===== src/rtl/regfile_pkg.sv =====
// Shared widths, enable levels and sequencer state encoding for the OpenMIPS register file.
package regfile_pkg;

  localparam int REG_DATA_W = 32;
  localparam int REG_ADDR_W = 5;
  localparam int REG_NUM    = 32;

  localparam logic WRITE_ENABLE = 1'b1;
  localparam logic READ_ENABLE  = 1'b1;
  localparam logic RST_ENABLE   = 1'b1;

  localparam logic ST_CLEAR = 1'b0;
  localparam logic ST_READY = 1'b1;

  typedef enum logic {
    CLEAR = ST_CLEAR,
    READY = ST_READY
  } rf_state_t;

endpackage


===== src/rtl/regfile_rd_port.sv =====
// One read mux of the register file: $0 and busy force zero, a same-cycle write bypasses memory.
module regfile_rd_port
  import regfile_pkg::*;
#(
  parameter int DATA_W = REG_DATA_W,
  parameter int ADDR_W = REG_ADDR_W
) (
  input  logic              busy,
  input  logic              re,
  input  logic [ADDR_W-1:0] raddr,
  input  logic              we,
  input  logic [ADDR_W-1:0] waddr,
  input  logic [DATA_W-1:0] wdata,
  input  logic [DATA_W-1:0] mem_data,
  output logic [DATA_W-1:0] rdata
);

  always_comb begin
    rdata = '0;
    if (busy || raddr == '0 || re != READ_ENABLE) begin
      rdata = '0;
    end else if (we == WRITE_ENABLE && waddr == raddr) begin
      rdata = wdata;
    end else begin
      rdata = mem_data;
    end
  end

endmodule


===== src/rtl/regfile.sv =====
// 32-entry register file with write-through bypass, hardwired $0, a post-reset
// clearing sequencer and a registered debug read port.
//
// state | meaning
// ------+---------------------------------------------------------------
// CLEAR | zeroing one entry per edge; reads, writes and debug are masked
// READY | normal operation: WB writes, ID reads, debug snapshots
module regfile
  import regfile_pkg::*;
#(
  parameter int DATA_W   = REG_DATA_W,
  parameter int ADDR_W   = REG_ADDR_W,
  parameter int NUM_REGS = REG_NUM
) (
  input  logic              clk,
  input  logic              rst,
  input  logic              we,
  input  logic [ADDR_W-1:0] waddr,
  input  logic [DATA_W-1:0] wdata,
  input  logic              re1,
  input  logic [ADDR_W-1:0] raddr1,
  output logic [DATA_W-1:0] rdata1,
  input  logic              re2,
  input  logic [ADDR_W-1:0] raddr2,
  output logic [DATA_W-1:0] rdata2,
  input  logic [ADDR_W-1:0] dbg_addr,
  output logic [DATA_W-1:0] dbg_data,
  output logic              busy_o
);

  localparam logic [ADDR_W-1:0] LAST_IDX = ADDR_W'(NUM_REGS - 1);

  logic [DATA_W-1:0] mem [NUM_REGS];
  rf_state_t         state;
  logic [ADDR_W-1:0] clr_idx;
  logic [DATA_W-1:0] dbg_next;
  logic              busy;

  assign busy   = (rst == RST_ENABLE) || (state == CLEAR);
  assign busy_o = busy;

  regfile_rd_port #(.DATA_W(DATA_W), .ADDR_W(ADDR_W)) u_rd1 (
    .busy     (busy),
    .re       (re1),
    .raddr    (raddr1),
    .we       (we),
    .waddr    (waddr),
    .wdata    (wdata),
    .mem_data (mem[raddr1]),
    .rdata    (rdata1)
  );

  regfile_rd_port #(.DATA_W(DATA_W), .ADDR_W(ADDR_W)) u_rd2 (
    .busy     (busy),
    .re       (re2),
    .raddr    (raddr2),
    .we       (we),
    .waddr    (waddr),
    .wdata    (wdata),
    .mem_data (mem[raddr2]),
    .rdata    (rdata2)
  );

  // Debug port always reads; busy masking keeps it at zero through CLEAR.
  regfile_rd_port #(.DATA_W(DATA_W), .ADDR_W(ADDR_W)) u_rd_dbg (
    .busy     (busy),
    .re       (READ_ENABLE),
    .raddr    (dbg_addr),
    .we       (we),
    .waddr    (waddr),
    .wdata    (wdata),
    .mem_data (mem[dbg_addr]),
    .rdata    (dbg_next)
  );

  always_ff @(posedge clk) begin
    if (rst == RST_ENABLE) begin
      state    <= CLEAR;
      clr_idx  <= '0;
      dbg_data <= '0;
    end else begin
      case (state)
        CLEAR: begin
          mem[clr_idx] <= '0;
          clr_idx      <= clr_idx + 1'b1;
          dbg_data     <= '0;
          if (clr_idx == LAST_IDX) begin
            state <= READY;
          end
        end
        READY: begin
          if (we == WRITE_ENABLE && waddr != '0) begin
            mem[waddr] <= wdata;
          end
          dbg_data <= dbg_next;
        end
        default: begin
          state    <= CLEAR;
          clr_idx  <= '0;
          dbg_data <= '0;
        end
      endcase
    end
  end

endmodule


===== config.mk =====
export PLATFORM = sky130hd
export DESIGN_NAME = regfile
export DESIGN_NICKNAME = d
export VERILOG_FILES = /design/src/rtl/regfile_pkg.sv /design/src/rtl/regfile_rd_port.sv /design/src/rtl/regfile.sv
export SDC_FILE = /design/constraint.sdc
export NUM_CORES = 2
export LEC_CHECK = 0
export BUFFER_PORTS_ARGS = -buffer_cell sky130_fd_sc_hd__buf_2
export CORE_MARGIN = 2
export CORE_UTILIZATION = 45
export CTS_BUF_LIST = sky130_fd_sc_hd__clkbuf_8
export DETAILED_ROUTE_END_ITERATION = 10
export PLACE_DENSITY = 0.7
export SYNTH_ARGS = -nofsm -noshare
export SYNTH_HDL_FRONTEND = slang
export SYNTH_SLANG_ARGS = --single-unit

===== constraint.sdc =====
create_clock -name clk -period 6.3 [get_ports clk]
set_clock_uncertainty 0.15 [all_clocks]
set_input_delay 0.315 -clock clk [delete_from_list [all_inputs] [get_ports clk]]
set_output_delay 0.315 -clock clk [all_outputs]
set_load 0.01 [all_outputs]

==> key figures <==
Drt
  – Avg Vias per Cell: 7.254
  – Antenna Nets Post-Route: 0
  – DRC viols: 0
  – Drt first pass iters: 6
  – Iter 0 DRT Violations: 7,603
  – DR WL/cell: 37.76 um
  – Drt total wl: 218.5 mm
  – Via count: 41,973

Logic synthesis
  – Post-Syn Area: 58,220 um^2
  – Cell accounting for the most synthesized area: edfxtp_1
  – Post-synth cell types: 52
  – Mapped Avg Cell Area: 15.35 um^2
  – Synth area leaders: edfxtp_1, mux4_2, mux2i_1
  – Synth top area share: 52.82%
  – Syn Inst Count: 3,794
  – Sequential-to-total area share from yosys stat: 54.12%
  – Yosys reg bits: 1,062
  – Net Count, Synth: 3,853
  – Post-synth EDFFs: 1,024
  – Synth warn: 0
  – Top FF cell, synth: edfxtp_1
  – Post-synth ARST share: 0%

Critical path
  – R2R Setup Slk: 1.32 ns
  – Worst R2R Start: state
  – CP top delay family: buffers and inverters
  – Crit path max fanout: 32
  – Reg2Reg Depth: 9
  – CP bufs+invs: 4
  – Max stage delay cell, worst path: nor2_4
  – CP Launch Point: state
  – Max stage delay on crit path: 0.82 ns
  – CP startpoint kind: register
  – Worst EP required: 6.68 ns
  – Setup Crit Path Kind: register to register
  – RR Endpoint: mem[30][0]
  – Most Frequent Cell on Critical Path: buf_4
  – Critical path cell sequence: nand2b_1 > or2_4 > a21oi_4 > buf_4 > a31oi_2 > dlygate4sd3_1 > buf_4 > nor2_4 > buf_4
  – Endpoint type of the worst setup path: register
  – Arrival time at the worst endpoint: 5.36 ns

Pwr
  – Combinational power share: 10.1%
  – Total power: 15.04 mW
  – Sw Ratio: 26.37%
  – P per Cell Area: 233.6 nW/um^2
  – Leakage: 20.57 nW
  – Reg power frac: 51.3%
  – Clock network power share: 38.7%
  – Max VDD drop: 218.7 uV
  – NetSw: 3.966 mW
  – Int Pwr: 11.07 mW

Clock tree
  – Post-CTS setup buffer count: 0
  – Clock latency at the later pin of the worst-skew pair: 0.89 ns
  – Reg clk slew, reported paths: 0.06 ns
  – Root Buffer: clkbuf_8
  – Num CTS Buffers: 170
  – H-tree levels: 4
  – CTS tree: built
  – Clock Tree Buf Depth: 3
  – Num Clock Sinks: 1,062

Timing
  – TNS Setup: 0 ns
  – Slew HR: 0.8980%
  – RSZ-0062 raised after global routing: false
  – Final hold vios: 0
  – Max Freq: 200.7 MHz
  – Endpoints failing setup: 0
  – Post-layout min period: 4.983 ns
  – Tightest Pin Transition: 1.483 ns
  – Worst hold slack: 0.09130 ns
  – Final period util: 79.10%
  – Max-slew violations: 0

Global routing
  – Grt total ovfl: 0
  – First-pass GRT wire length: 302.6 mm
  – Initial antenna violation count: 11
  – All-layer global routing usage: 32.64%
  – Number of global-route vias before repair: 40,559
  – Largest net degree at the start of global routing: 101

Die
  – Die area: 132,300 um^2
  – Rows: 131
  – IO Pins: 154
  – Die width: 363.7 um
  – Die height: 363.7 um
  – Initial Util: 45.48%
  – Core Box Area: 128,000 um^2

Job
  – MaxCap Viol Count: 0

Hold path
  – Hold depth: 3
  – Hold WC Path Type: input pin to register
  – Hold EP: state
  – Min-delay src: rst

Layout
  – Area growth syn-to-layout: 10.57%
  – Final-stage net count: 3,973
  – Share of layout cells above drive strength 1: 25.39%
  – Most frequent cells in the layout: edfxtp_1, mux2i_1, mux4_2
  – Most common cell after layout, fill and taps aside: edfxtp_1

Placed design
  – IO Port Bufs: 153
  – GPL Wtd Cong: 0.9145
  – HPWL Detailed: 127.6 mm

Status
  – Status: completed
-- per-stage QoR --
step | cell area, um^2 | utilization (%) | setup slack [ns] | cells
2_1_floorplan | 58220 | - | 2.712 | 3794
3_3_place_gp | 60770 | 47.47 | 2.095 | 5435
3_5_place_dp | 60790 | 47.49 | 2.001 | 5436
4_1_cts | 64360 | 50.28 | 1.477 | 5781
5_1_grt | 64370 | 50.28 | 1.365 | 5783
6_report | 64370 | 50.29 | 1.317 | 5786
-- logic make-up (layout without fill, tap and decap cells) --
group                      count (synthesis)  in the layout  synth area share [%]
muxes                                   1177           1177                 29.65
DFF                                     1062           1062                 54.12
AOI/OAI and AO/OA                        825            825                 9.892
buffers and inverters                    365            623                 3.226
and+or+nand+nor                          345            345                 2.798
xor gates and xnor gates                  18             18                0.2708
adders and majority gates                  2              2               0.04297
other                                      0              5                     0
-- worst max path at each step --
stage	to	slack (ns)	cells after the start
finish	mem[30][0]	1.32	9
global route	mem[30][5]	1.36	9
CTS	mem[30][5]	1.48	9
detailed placement	mem[2][13]	2.00	7
global placement	mem[11][1]	2.09	7
floorplan	mem[12][0]	2.71	9
-- final cells by class --
class	count	area, um^2
Sequential cell	1062	31510
Fill cell	10584	63640
Tap cell	1729	2163
Inverter	7	26.28
Antenna cell	5	12.51
Timing Repair Buffer	306	2212
Clock inverter	130	747.0
Multi-Input combinational cell	2367	25230
Clock buffer	180	2477
-- layer usage --
layer,vias up,wire length [um],track usage (%)
met5,-,199,0.6536
met1,20951,77520,43.75
li1,16213,-,-
met3,798,39980,14.90
met4,14,12140,15.77
met2,3997,88640,44.69
-- cells in the mapped netlist, types with 57 or more instances --
cell type / count
nand3_1: 63
a221oi_1: 66
a22oi_1: 110
clkbuf_1: 121
a211oi_1: 81
buf_2: 159
o21ai_0: 88
mux4_2: 436
edfxtp_1: 1024
o22ai_1: 91
a22o_1: 63
mux2i_1: 721
nand2_1: 142
nor2_1: 57
a21oi_1: 171
-- sequential cells by signal, indices dropped and copies added, names as in the netlist --
name	flops
state	1
clr_idx	5
mem	1024
dbg_data	32
-- repair_timing --
action                                 4_1_cts  5_1_grt
hold buffers                                35        0
endpoints found under the hold margin      267        0
resized for setup                            0        0
-- worst min-delay path: stages --
cell and delay [ns]:
dlygate4sd3_1 0.52, buf_2 0.19, nor2_1 0.06
-- power by group through the flow --
stage	combinational [mW]	clock, mW	sequential [mW]
3_5_place_dp	1.43	0	7.86
6_report	1.51	5.81	7.71
2_1_floorplan	0.937	0	7.85
5_1_grt	1.53	6.12	7.71
3_3_place_gp	1.42	0	7.86
4_1_cts	1.45	5.80	7.71
(Power assumes the default switching activity.)
